[config.mk]
export PLATFORM = sky130hd
export DESIGN_NAME = mem_stage
export DESIGN_NICKNAME = d
export VERILOG_FILES = /design/src/rtl/mem_stage.sv
export SDC_FILE = /design/constraint.sdc
export NUM_CORES = 1
export LEC_CHECK = 0
export ABC_AREA = 1
export CORE_ASPECT_RATIO = 1.75
export CORE_MARGIN = 8
export CORE_UTILIZATION = 41
export DETAILED_ROUTE_END_ITERATION = 8
export GPL_ROUTABILITY_DRIVEN = 0
export HOLD_SLACK_MARGIN = 0.05
export PLACE_DENSITY = 0.86
export RECOVER_POWER = 50
export SLEW_MARGIN = 10
export SYNTH_ARGS = -nofsm -noshare
export SYNTH_HDL_FRONTEND = slang
export SYNTH_SLANG_ARGS = --single-unit
export TNS_END_PERCENT = 10
[constraint.sdc]
create_clock -name clk -period 1.5 [get_ports clk]
set_input_delay 0.3 -clock clk [delete_from_list [all_inputs] [get_ports clk]]
set_output_delay 0.3 -clock clk [all_outputs]
set_load 0.01 [all_outputs]
[src/rtl/mem_stage.sv]
// Memory-access pipeline stage: data-memory req/ack access, pipeline stall,
// branch resolution, forwarding probe and the MEM/WB register.
module mem_stage (
  input  logic        clk,
  input  logic        reset,
  input  logic        we,
  input  logic        is_branch,
  input  logic        alu_zero,
  input  logic [31:0] pc_branch,
  input  logic        mem_read,
  input  logic        mem_write,
  input  logic        mem_type,
  input  logic        mem_to_reg,
  input  logic        reg_write,
  input  logic [31:0] alu_out,
  input  logic [31:0] data_t,
  input  logic [4:0]  reg_addr,
  output logic        dmem_req,
  output logic        dmem_we,
  output logic [31:0] dmem_addr,
  output logic [3:0]  dmem_be,
  output logic [31:0] dmem_wdata,
  input  logic [31:0] dmem_rdata,
  input  logic        dmem_ack,
  output logic        stall,
  output logic        branch_taken,
  output logic [31:0] pc_branch_out,
  output logic [4:0]  reg_probe,
  output logic [31:0] data_probe,
  output logic        write_probe,
  output logic        wb_mem_to_reg,
  output logic        wb_reg_write,
  output logic [4:0]  wb_reg_addr,
  output logic [31:0] wb_alu_out,
  output logic [31:0] wb_mem_data
);

  localparam int unsigned DW = 32;
  localparam int unsigned BEW = 4;

  localparam logic [1:0] IDLE = 2'd0;
  localparam logic [1:0] REQ  = 2'd1;
  localparam logic [1:0] DONE = 2'd2;

  logic [1:0]    state;
  logic [1:0]    state_nxt;
  logic          access;
  logic [1:0]    lane_q;
  logic          byte_q;
  logic [DW-1:0] ld_data;
  logic [DW-1:0] ld_fmt;
  logic [DW-1:0] rd_shift;
  logic [BEW-1:0] be_c;
  logic [DW-1:0] wdata_c;

  assign access = mem_read | mem_write;
  assign stall  = access & (state != DONE);

  assign branch_taken  = is_branch & alu_zero;
  assign pc_branch_out = pc_branch;

  assign reg_probe   = reg_addr;
  assign data_probe  = mem_to_reg ? ld_data : alu_out;
  assign write_probe = reg_write & (~mem_to_reg | (state == DONE));

  // Lane steering for the request and for the returning load data
  assign be_c     = mem_type ? BEW'(4'b0001 << alu_out[1:0]) : 4'b1111;
  assign wdata_c  = mem_type ? {4{data_t[7:0]}} : data_t;
  assign rd_shift = dmem_rdata >> {lane_q, 3'b000};
  assign ld_fmt   = byte_q ? {24'b0, rd_shift[7:0]} : dmem_rdata;

  always_ff @(posedge clk) begin
    if (reset) state <= IDLE;
    else       state <= state_nxt;
  end

  always_comb begin
    state_nxt = state;
    case (state)
      IDLE:    if (access)   state_nxt = REQ;
      REQ:     if (dmem_ack) state_nxt = DONE;
      DONE:    if (we)       state_nxt = IDLE;
      default:               state_nxt = IDLE;
    endcase
  end

  // Bus outputs are only non-zero while the request is outstanding
  always_ff @(posedge clk) begin
    if (reset) begin
      dmem_req   <= 1'b0;
      dmem_we    <= 1'b0;
      dmem_addr  <= '0;
      dmem_be    <= '0;
      dmem_wdata <= '0;
      lane_q     <= 2'b00;
      byte_q     <= 1'b0;
      ld_data    <= '0;
    end else if (state == IDLE && access) begin
      dmem_req   <= 1'b1;
      dmem_we    <= mem_write;
      dmem_addr  <= {alu_out[31:2], 2'b00};
      dmem_be    <= be_c;
      dmem_wdata <= wdata_c;
      lane_q     <= alu_out[1:0];
      byte_q     <= mem_type;
    end else if (state == REQ && dmem_ack) begin
      dmem_req   <= 1'b0;
      dmem_we    <= 1'b0;
      dmem_addr  <= '0;
      dmem_be    <= '0;
      dmem_wdata <= '0;
      ld_data    <= ld_fmt;
    end
  end

  // MEM/WB register: bubble while stalled, load on we otherwise
  always_ff @(posedge clk) begin
    if (reset) begin
      wb_mem_to_reg <= 1'b0;
      wb_reg_write  <= 1'b0;
      wb_reg_addr   <= '0;
      wb_alu_out    <= '0;
      wb_mem_data   <= '0;
    end else if (stall) begin
      wb_mem_to_reg <= 1'b0;
      wb_reg_write  <= 1'b0;
    end else if (we) begin
      wb_mem_to_reg <= mem_to_reg;
      wb_reg_write  <= reg_write;
      wb_reg_addr   <= reg_addr;
      wb_alu_out    <= alu_out;
      wb_mem_data   <= ld_data;
    end
  end

endmodule

==> results of run 1 <==
-- per-stage QoR --
| stage | setup TNS, ns | worst slack [ns] | instance area, sq um |
|---|---|---|---|
| floorplan | 0 | 0.137 | 7450 |
| global placement | -50.77 | -0.467 | 10700 |
| detailed placement | -57.74 | -0.459 | 10700 |
| CTS | -0.00161 | -0.00161 | 11100 |
| global route | -0.106 | -0.0200 | 11100 |
| finish | 0 | 0.00148 | 11100 |
-- logic make-up after synthesis --
group,Yosys count,share of synthesized area
buf+inv,162,0.114
simple gates,414,0.219
flops,176,0.473
other cells,1,0.000504
mux,30,0.0454
compound gates,218,0.147
-- critical path, delay by kind of cell (launching register included) --
family / cells / cell delay [ns]
multiplexers: 1 / 0.27
flip-flops: 1 / 0.37
buffers and inverters: 1 / 0.12
-- report_power, final --
part           total (W)  internal, W  switching (W)
clock            0.00461      0.00267        0.00194
sequential       0.00519      0.00501       0.000183
combinational    0.00257      0.00118        0.00138
total             0.0124      0.00886        0.00351
-- metal layers --
metal / vias to the layer above / routed length (um) / GRT usage
met3: 120 / 1900 / 0.0673
met4: 0 / 1990 / 0.175
met2: 333 / 15200 / 0.445
li1: 3709 / - / -
met1: 3585 / 10400 / 0.245
met5: - / 0 / 0
-- cell usage in the layout, fill, tap and decap left out, types with 4 or more instances in the layout --
cell | netlist | routed
a21oi_1 | 107 | 106
buf_12 | 0 | 14
buf_2 | 26 | 25
buf_4 | 40 | 58
buf_6 | 8 | 10
clkbuf_16 | 0 | 18
clkdlybuf4s50_1 | 0 | 98
clkinvlp_4 | 0 | 4
dfxtp_1 | 176 | 153
dfxtp_2 | 0 | 20
dlygate4sd2_1 | 0 | 150
inv_1 | 49 | 48
inv_2 | 7 | 8
mux2_2 | 30 | 27
nand2_1 | 236 | 236
nand3_1 | 33 | 33
nor2_1 | 139 | 138
o21ai_0 | 109 | 107
-- area by class of cell --
class,instances,area [sq um],area share
multi-input combinational,664,3090,0.278
clock buffer,19,443,0.0398
inverter,57,214,0.0192
tap,234,293,0.0263
sequential,176,3560,0.320
timing repair buffer,367,3370,0.303
clock inverter,12,160,0.0144
-- repair_timing --
action,CTS,global route
endpoints found under the setup margin,179,49
gates cloned,0,1
gates resized for setup,316,20
buffers inserted,4,0
-- worst paths after layout --
path | start | endpoint | slack, ns | cells past startpoint
max | ld_data[5]$_SDFFE_PP0P_ | data_probe[5] | 0.001 | 2
min reg2reg | dmem_addr[14]$_SDFFE_PP0P_ | dmem_addr[14]$_SDFFE_PP0P_ | 0.46 | 2
min | alu_out[29] | dmem_addr[29]$_SDFFE_PP0P_ | 0.20 | 3
max reg2reg | state[0]$_SDFFE_PP0P_ | wb_mem_data[1]$_SDFFE_PP0P_ | 0.04 | 8
==> impl_metrics.yaml, run 1 <==
detailed_routing:
  avgRoutedWirePerCell_um: 19.3
  antenna_left: 0
  drc: 0
  vias_per_cell: 5.07
  wirelength_mm: 29.5
  first_pass_iters: 5
  vias: 7747
  drtIter0Drc: 384
hold_path:
  hp-class: "in -> reg"
logic_synthesis:
  synth_ff_type: "dfxtp_1"
  synth_warnings: 0
  synthTopCellsByCount: "nand2_1 (236), dfxtp_1 (176), nor2_1 (139)"
  synthesis.area_sq_um: 7440
  synth.top_cells.by_area: "dfxtp_1 (47%), nand2_1 (12%), o21ai_0 (7.3%)"
  syn_area_per_cell_sq_um: 7.43
  synth.distinct_cells: 23
  synth_top_area_cell: "dfxtp_1"
  ys_ff_latch: 176
  synth_edf_count: 0
  yosysTopAreaCellShare: 0.473
  synth_most_common_cell: "nand2_1"
  synthArstFlopShare: 0
  synthCells: 1001
  ys_seq_area_frac: 0.473
timing:
  setup_viol: 0
  slew_viol_final: 0
  skew_ns: 0.00941
  max_freq_ghz: 0.667
  fin_crit_ns: 1.50
  min_period_over_period: 0.999
  hold_viol_final: 0
  rsz0062_at_grt: "true"
  maxSlewHeadroom: 0.505
  worst_pin_slew_ns: 0.738
  hold_ws_ns: 0.198
worst_setup_path:
  crit_fanout: 2
  startpoint_type: "register"
  critPathMaxStageDelay_ns: 0.37
  cp-end-kind: "output pin"
  critPathKind: "reg -> out"
  crit_chain: "mux2_4, buf_6"
  slowest_stage: "dfxtp_4"
  cp.arrival_ns: 1.20
  worstPathRequired_ns: 1.20
floorplanning:
  rows: 65
  pin_count: 357
  design.core.area_sq_um: 17900
  start_util: 0.416
  design.die.area_sq_um: 22900
  die_width_um: 118
  die-height_um: 194
clock_tree:
  numCtsBuffers: 17
  root_buffer: "clkbuf_16"
  clk_pin_slew_ns: 0.07
  cts.sinks: 176
  clk_latency_ns: 0.43
  clk_path_buf_depth: 2
  h-tree-depth: 4
  cts_tree: "done"
  hold_buffers: 0
grt:
  grt_pass1_wl_mm: 44.6
  antenna_found_initial: 0
  grt.overflow.total: 0
  grt_max_degree: 50
  grt_pass1_vias: 7825
  grt_use_total: 0.249
run_status:
  status: "completed"
layout:
  diodes: 0
  post-route-util: 0.622
  finalNonFillerCells: 1529
  finalNetCount: 1427
  drive_gt1_frac: 0.164
  area_growth_pct: 49.6
  fillers: 1591
run:
  drv_cap: 0
power:
  power_density_nw_per_um2: 1110
  cellLeakagePower_nw: 5.29
  ir_drop_mv: 0.738
  total_power_w: 0.0124
placement:
  place.detailed.instances: 1493
  hpwl_mm: 21.6
  portBuffers: 290
(Power assumes the default switching activity.)
==> run 2, diff against run 1 <==
--- a/config.mk
+++ b/config.mk
@@ -8,9 +8,9 @@
 export ABC_AREA = 1
-export CORE_ASPECT_RATIO = 1.75
-export CORE_MARGIN = 8
-export CORE_UTILIZATION = 41
+export CORE_AREA = 8 8 131 133
 export DETAILED_ROUTE_END_ITERATION = 8
+export DIE_AREA = 0 0 139 141
+export DONT_BUFFER_PORTS = 1
 export GPL_ROUTABILITY_DRIVEN = 0
 export HOLD_SLACK_MARGIN = 0.05
-export PLACE_DENSITY = 0.86
+export PLACE_DENSITY = 0.7
 export RECOVER_POWER = 50
==> constraint.sdc (replaced) <==
create_clock -name clk -period 1.7 [get_ports clk]
set_input_delay 0.34 -clock clk [delete_from_list [all_inputs] [get_ports clk]]
set_output_delay 0.34 -clock clk [all_outputs]
set_load 0.1 [all_outputs]
==> impl_metrics.yaml, run 2 (synthesis gave the netlist of run 1 again) <==
run_status:
  status: "finished with violations"
  violations: "hold timing"
worst_setup_path:
  slowest_stage: "mux2_2"
  crit_buf_inv: 0
  cp-end-kind: "output pin"
  critPathMaxStageDelay_ns: 0.53
  startpoint_type: "register"
  worstPathRequired_ns: 1.36
  cp.arrival_ns: 1.32
  crit_fanout: 3
  critPathKind: "reg -> out"
  crit_chain: "mux2_2"
  path_delay_family: "multiplexers"
grt:
  use_met1: 0.261
  grt_max_degree: 97
  grt_pass1_wl_mm: 35.8
  top_usage_layer: "met2"
  grtUsageMet3: 0.0972
  use_met2: 0.378
  grt.overflow.total: 0
  grt_use_total: 0.231
  grt_pass1_vias: 6255
  antenna_found_initial: 0
clock_tree:
  h-tree-depth: 4
  hold_buffers: 3
  cts.sinks: 176
  cts_tree: "done"
  clk_pin_slew_ns: 0.06
  clk_latency_ns: 0.41
  clk_path_buf_depth: 2
  numCtsBuffers: 17
  root_buffer: "clkbuf_16"
floorplanning:
  design.die.area_sq_um: 19600
  pin_count: 357
  design.core.area_sq_um: 15000
  die-height_um: 141
  rows: 45
  start_util: 0.497
  die_width_um: 139
power:
  cellLeakagePower_nw: 3.97
  power_density_nw_per_um2: 1340
  total_power_w: 0.0118
  ir_drop_mv: 0.729
detailed_routing:
  first_pass_iters: 5
  antenna_left: 0
  vias_per_cell: 5.21
  vias: 6674
  drtIter0Drc: 458
  avgRoutedWirePerCell_um: 18.2
  drc: 0
  wirelength_mm: 23.4
timing:
  min_period_over_period: 0.976
  setup_viol: 0
  fin_crit_ns: 1.66
  worst_pin_slew_ns: 0.632
  skew_ns: 0.00862
  fin_setup_tns_ns: 0
  rsz0062_at_grt: "false"
  hold_ws_ns: -0.00781
  maxSlewHeadroom: 0.579
  slew_viol_final: 0
  hold_viol_final: 3
  max_freq_ghz: 0.603
layout:
  final_area_sq_um: 8820
  drive_gt1_frac: 0.214
  finalNetCount: 1226
  layout_commonest_cell: "nand2_1"
  diodes: 0
  area_growth_pct: 18.6
  most-common-layout-cells: "nand2_1 (236), dfxtp_1 (175), nor2_1 (140)"
placement:
  hpwl_mm: 17.3
  postPlaceCellArea_sq_um: 8400
  portBuffers: 0
hold_path:
  hp-class: "in -> reg"
run:
  drv_cap: 0
run 2: cell count changes in the layout (fill, tap and decap cells not counted), moves of 10 or more:
| cell | before | now |
|---|---|---|
| dfxtp_1 | 153 | 175 |
| buf_6 | 10 | 0 |
| dfxtp_2 | 20 | 1 |
| clkdlybuf4s50_1 | 98 | 0 |
| buf_2 | 25 | 0 |
| buf_4 | 58 | 106 |
| dlygate4sd2_1 | 150 | 0 |
| clkbuf_2 | 3 | 48 |
run 2: layout make-up:
cell class | instances | area, sq um
Clock buffer | 25 | 465
Multi-Input combinational cell | 664 | 3110
Sequential cell | 176 | 3520
Tap cell | 188 | 235
Inverter | 57 | 214
Clock inverter | 6 | 60.1
Timing Repair Buffer | 166 | 1220
Fill cell | 1397 | 6150
run 2: what timing repair did:
item / 4_1_cts / 5_1_grt
setup buffers: 0 / 0
gates cloned: 0 / 0
endpoints found under the hold margin: 96 / 93
setup endpoints to repair: 2 / 8
resized for setup: 4 / 9
run 2: path summary, 6_finish.rpt:
| path | startpoint | endpoint | slack, ns | depth (start not counted) |
|---|---|---|---|---|
| max | ld_data[4]$_SDFFE_PP0P_ | data_probe[4] | 0.04 | 1 |
| min | reset | dmem_addr[9]$_SDFFE_PP0P_ | -0.008 | 1 |
| max reg2reg | state[0]$_SDFFE_PP0P_ | dmem_addr[22]$_SDFFE_PP0P_ | 0.17 | 8 |
| min reg2reg | dmem_addr[12]$_SDFFE_PP0P_ | dmem_addr[12]$_SDFFE_PP0P_ | 0.46 | 2 |
run 2: routing by layer:
metal | wire (um) | part of all wire | up-vias
met5 | 0 | 0 | -
met4 | 628 | 0.027 | 0
met3 | 2420 | 0.10 | 40
met2 | 11300 | 0.48 | 299
met1 | 9070 | 0.39 | 3017
li1 | - | - | 3318
run 2: where the power goes:
group / switching [W] / internal, W / total [W]
Combinational: 0.00306 / 0.000671 / 0.00373
Sequential: 0.000124 / 0.00442 / 0.00454
Clock: 0.00153 / 0.00204 / 0.00357
Total: 0.00471 / 0.00713 / 0.0118
run 2: stage by stage:
stage,setup slack [ns],cells,util,hold WS (ns)
floorplan,-0.177,1002,-,0.451
global placement,0.373,1248,0.561,0.418
detailed placement,0.298,1248,0.561,0.420
CTS,0.000487,1282,0.599,-0.0269
global route,0.000160,1282,0.589,-0.0355
finish,0.0404,1282,0.589,-0.00781
==> run 3, diff against run 2 <==
Settings changed: PLACE_DENSITY 0.7 to default, PLACE_DENSITY_LB_ADDON from default to 0.08, RECOVER_POWER 50 to default.
==> impl_metrics.yaml, run 3 (synthesis gave the netlist of run 1 again) <==
clock_tree:
  cts.sinks: 176
  cts_tree: "done"
  hold_buffers: 4
  cts_setup_buffers: 0
  root_buffer: "clkbuf_16"
  clk_pin_slew_ns: 0.06
  numCtsBuffers: 17
  clk_latency_ns: 0.43
  clk_path_buf_depth: 2
  h-tree-depth: 4
layout:
  diodes: 0
  finalNonFillerCells: 1276
  post-route-util: 0.608
  most-common-layout-cells: "nand2_1 (235), dfxtp_1 (175), buf_4 (147)"
  fillers: 1375
  drive_gt1_frac: 0.217
  area_growth_pct: 22.4
  finalNetCount: 1221
  layout_commonest_cell: "nand2_1"
detailed_routing:
  drc: 0
  antenna_left: 0
  vias_per_cell: 5.25
  wirelength_mm: 23.8
  first_pass_iters: 5
  vias: 6702
  drtIter0Drc: 334
  avgRoutedWirePerCell_um: 18.7
timing:
  max_freq_ghz: 0.599
  fin_crit_ns: 1.67
  hold_ws_ns: -0.0194
  rsz0062_at_grt: "false"
  skew_ns: 0.00937
  hold_viol_final: 25
  setup_viol: 0
  worst_pin_slew_ns: 0.595
  min_period_over_period: 0.981
  setup_slack_ns: 0.0318
  maxSlewHeadroom: 0.601
  fin_setup_tns_ns: 0
  slew_viol_final: 0
run:
  drv_cap: 0
worst_setup_path:
  crit_chain: "mux2_2"
  path_delay_family: "multiplexers"
  critPathKind: "reg -> out"
  rr_worst_depth: 6
  r2r_setup_slack_ns: 0.08
  critPathMaxStageDelay_ns: 0.52
  startpoint_type: "register"
  worstPathRequired_ns: 1.36
  slowest_stage: "mux2_2"
  crit_fanout: 3
  crit_buf_inv: 0
  r2r_start: "state[0]$_SDFFE_PP0P_"
  cp-end-kind: "output pin"
  cp.arrival_ns: 1.33
  timing.rr.end: "state[1]$_SDFFE_PP0P_"
grt:
  antenna_found_initial: 0
  grt_max_degree: 97
  grt.overflow.total: 0
  grt_use_total: 0.235
  grt_pass1_wl_mm: 36.5
  grt_pass1_vias: 6497
placement:
  hpwl_mm: 17.3
  portBuffers: 0
  dp_worst_setup_slack_ns: 0.249
  place.detailed.instances: 1242
floorplanning:
  start_util: 0.497
  design.die.area_sq_um: 19600
  pin_count: 357
  design.core.area_sq_um: 15000
  rows: 45
  die-height_um: 141
  die_width_um: 139
run_status:
  status: "finished with violations"
  violations: "hold timing"
hold_path:
  hp-class: "in -> reg"
  hold_path_end: "ld_data[14]$_SDFFE_PP0P_"
  whs_path_depth: 1
  min_from: "reset"
power:
  cellLeakagePower_nw: 4.09
  power_density_nw_per_um2: 1390
  ir_drop_mv: 0.815
-- run 3: changes by cell type in the layout (fill, tap and decap cells not counted), moves of 2 or more --
cell,delta
mux2_4,+7
nor2_1,-2
nor2_2,+2
clkbuf_8,+2
clkinv_2,-2
mux2_2,-7
clkbuf_1,-7
buf_4,+41
buf_12,+2
clkbuf_2,-48
bufinv_16,+4
-- run 3: where the power goes --
group,internal [W],switching (W)
Sequential,0.00442,0.000146
Clock,0.00272,0.00160
Combinational,0.000743,0.00305
Total,0.00788,0.00479
-- run 3: cell type report --
class | instances | area (sq um) | area share
Inverter | 57 | 214 | 0.0235
Tap cell | 188 | 235 | 0.0258
Sequential cell | 176 | 3520 | 0.387
Clock inverter | 9 | 180 | 0.0198
Clock buffer | 21 | 470 | 0.0517
Multi-Input combinational cell | 664 | 3150 | 0.346
Timing Repair Buffer | 161 | 1340 | 0.147
-- run 3: per-stage QoR --
| stage | total power [W] | cell area, sq um | hold WS (ns) |
|---|---|---|---|
| floorplan | 0.00819 | 7460 | 0.451 |
| global placement | 0.00837 | 8330 | 0.423 |
| detailed placement | 0.00841 | 8330 | 0.426 |
| CTS | 0.0127 | 9080 | -0.0258 |
| global route | 0.0131 | 9110 | -0.0318 |
| finish | 0.0127 | 9110 | -0.0194 |
-- run 3: worst max-delay path by stage --
stage                                   startpoint                       to  slack (ns)  cells after the start
final                     ld_data[12]$_SDFFE_PP0P_           data_probe[12]        0.03                      1
after global placement      lane_q[0]$_SDFFE_PP0P_  ld_data[0]$_SDFFE_PP0P_        0.29                      7
after detailed placement    lane_q[0]$_SDFFE_PP0P_  ld_data[1]$_SDFFE_PP0P_        0.25                      7
after CTS                  ld_data[5]$_SDFFE_PP0P_            data_probe[5]       0.006                      1
after floorplan                         mem_to_reg            data_probe[0]       -0.18                      3
after global routing       ld_data[6]$_SDFFE_PP0P_            data_probe[6]      0.0006                      1
-- run 3: repair_timing --
item                                    in CTS  in global routing
hold endpoints to repair                    97                 93
cloned                                       0                  0
endpoints found under the setup margin      10                  8
resized for setup                           16                  8
-- run 3: layer usage --
| layer | wire length [um] | up-vias | global-route usage |
|---|---|---|---|
| li1 | - | 3291 | - |
| met1 | 9100 | 3086 | 0.260 |
| met2 | 11600 | 289 | 0.399 |
| met3 | 2680 | 36 | 0.0972 |
| met4 | 467 | 0 | 0.0884 |
| met5 | 0 | - | 0 |
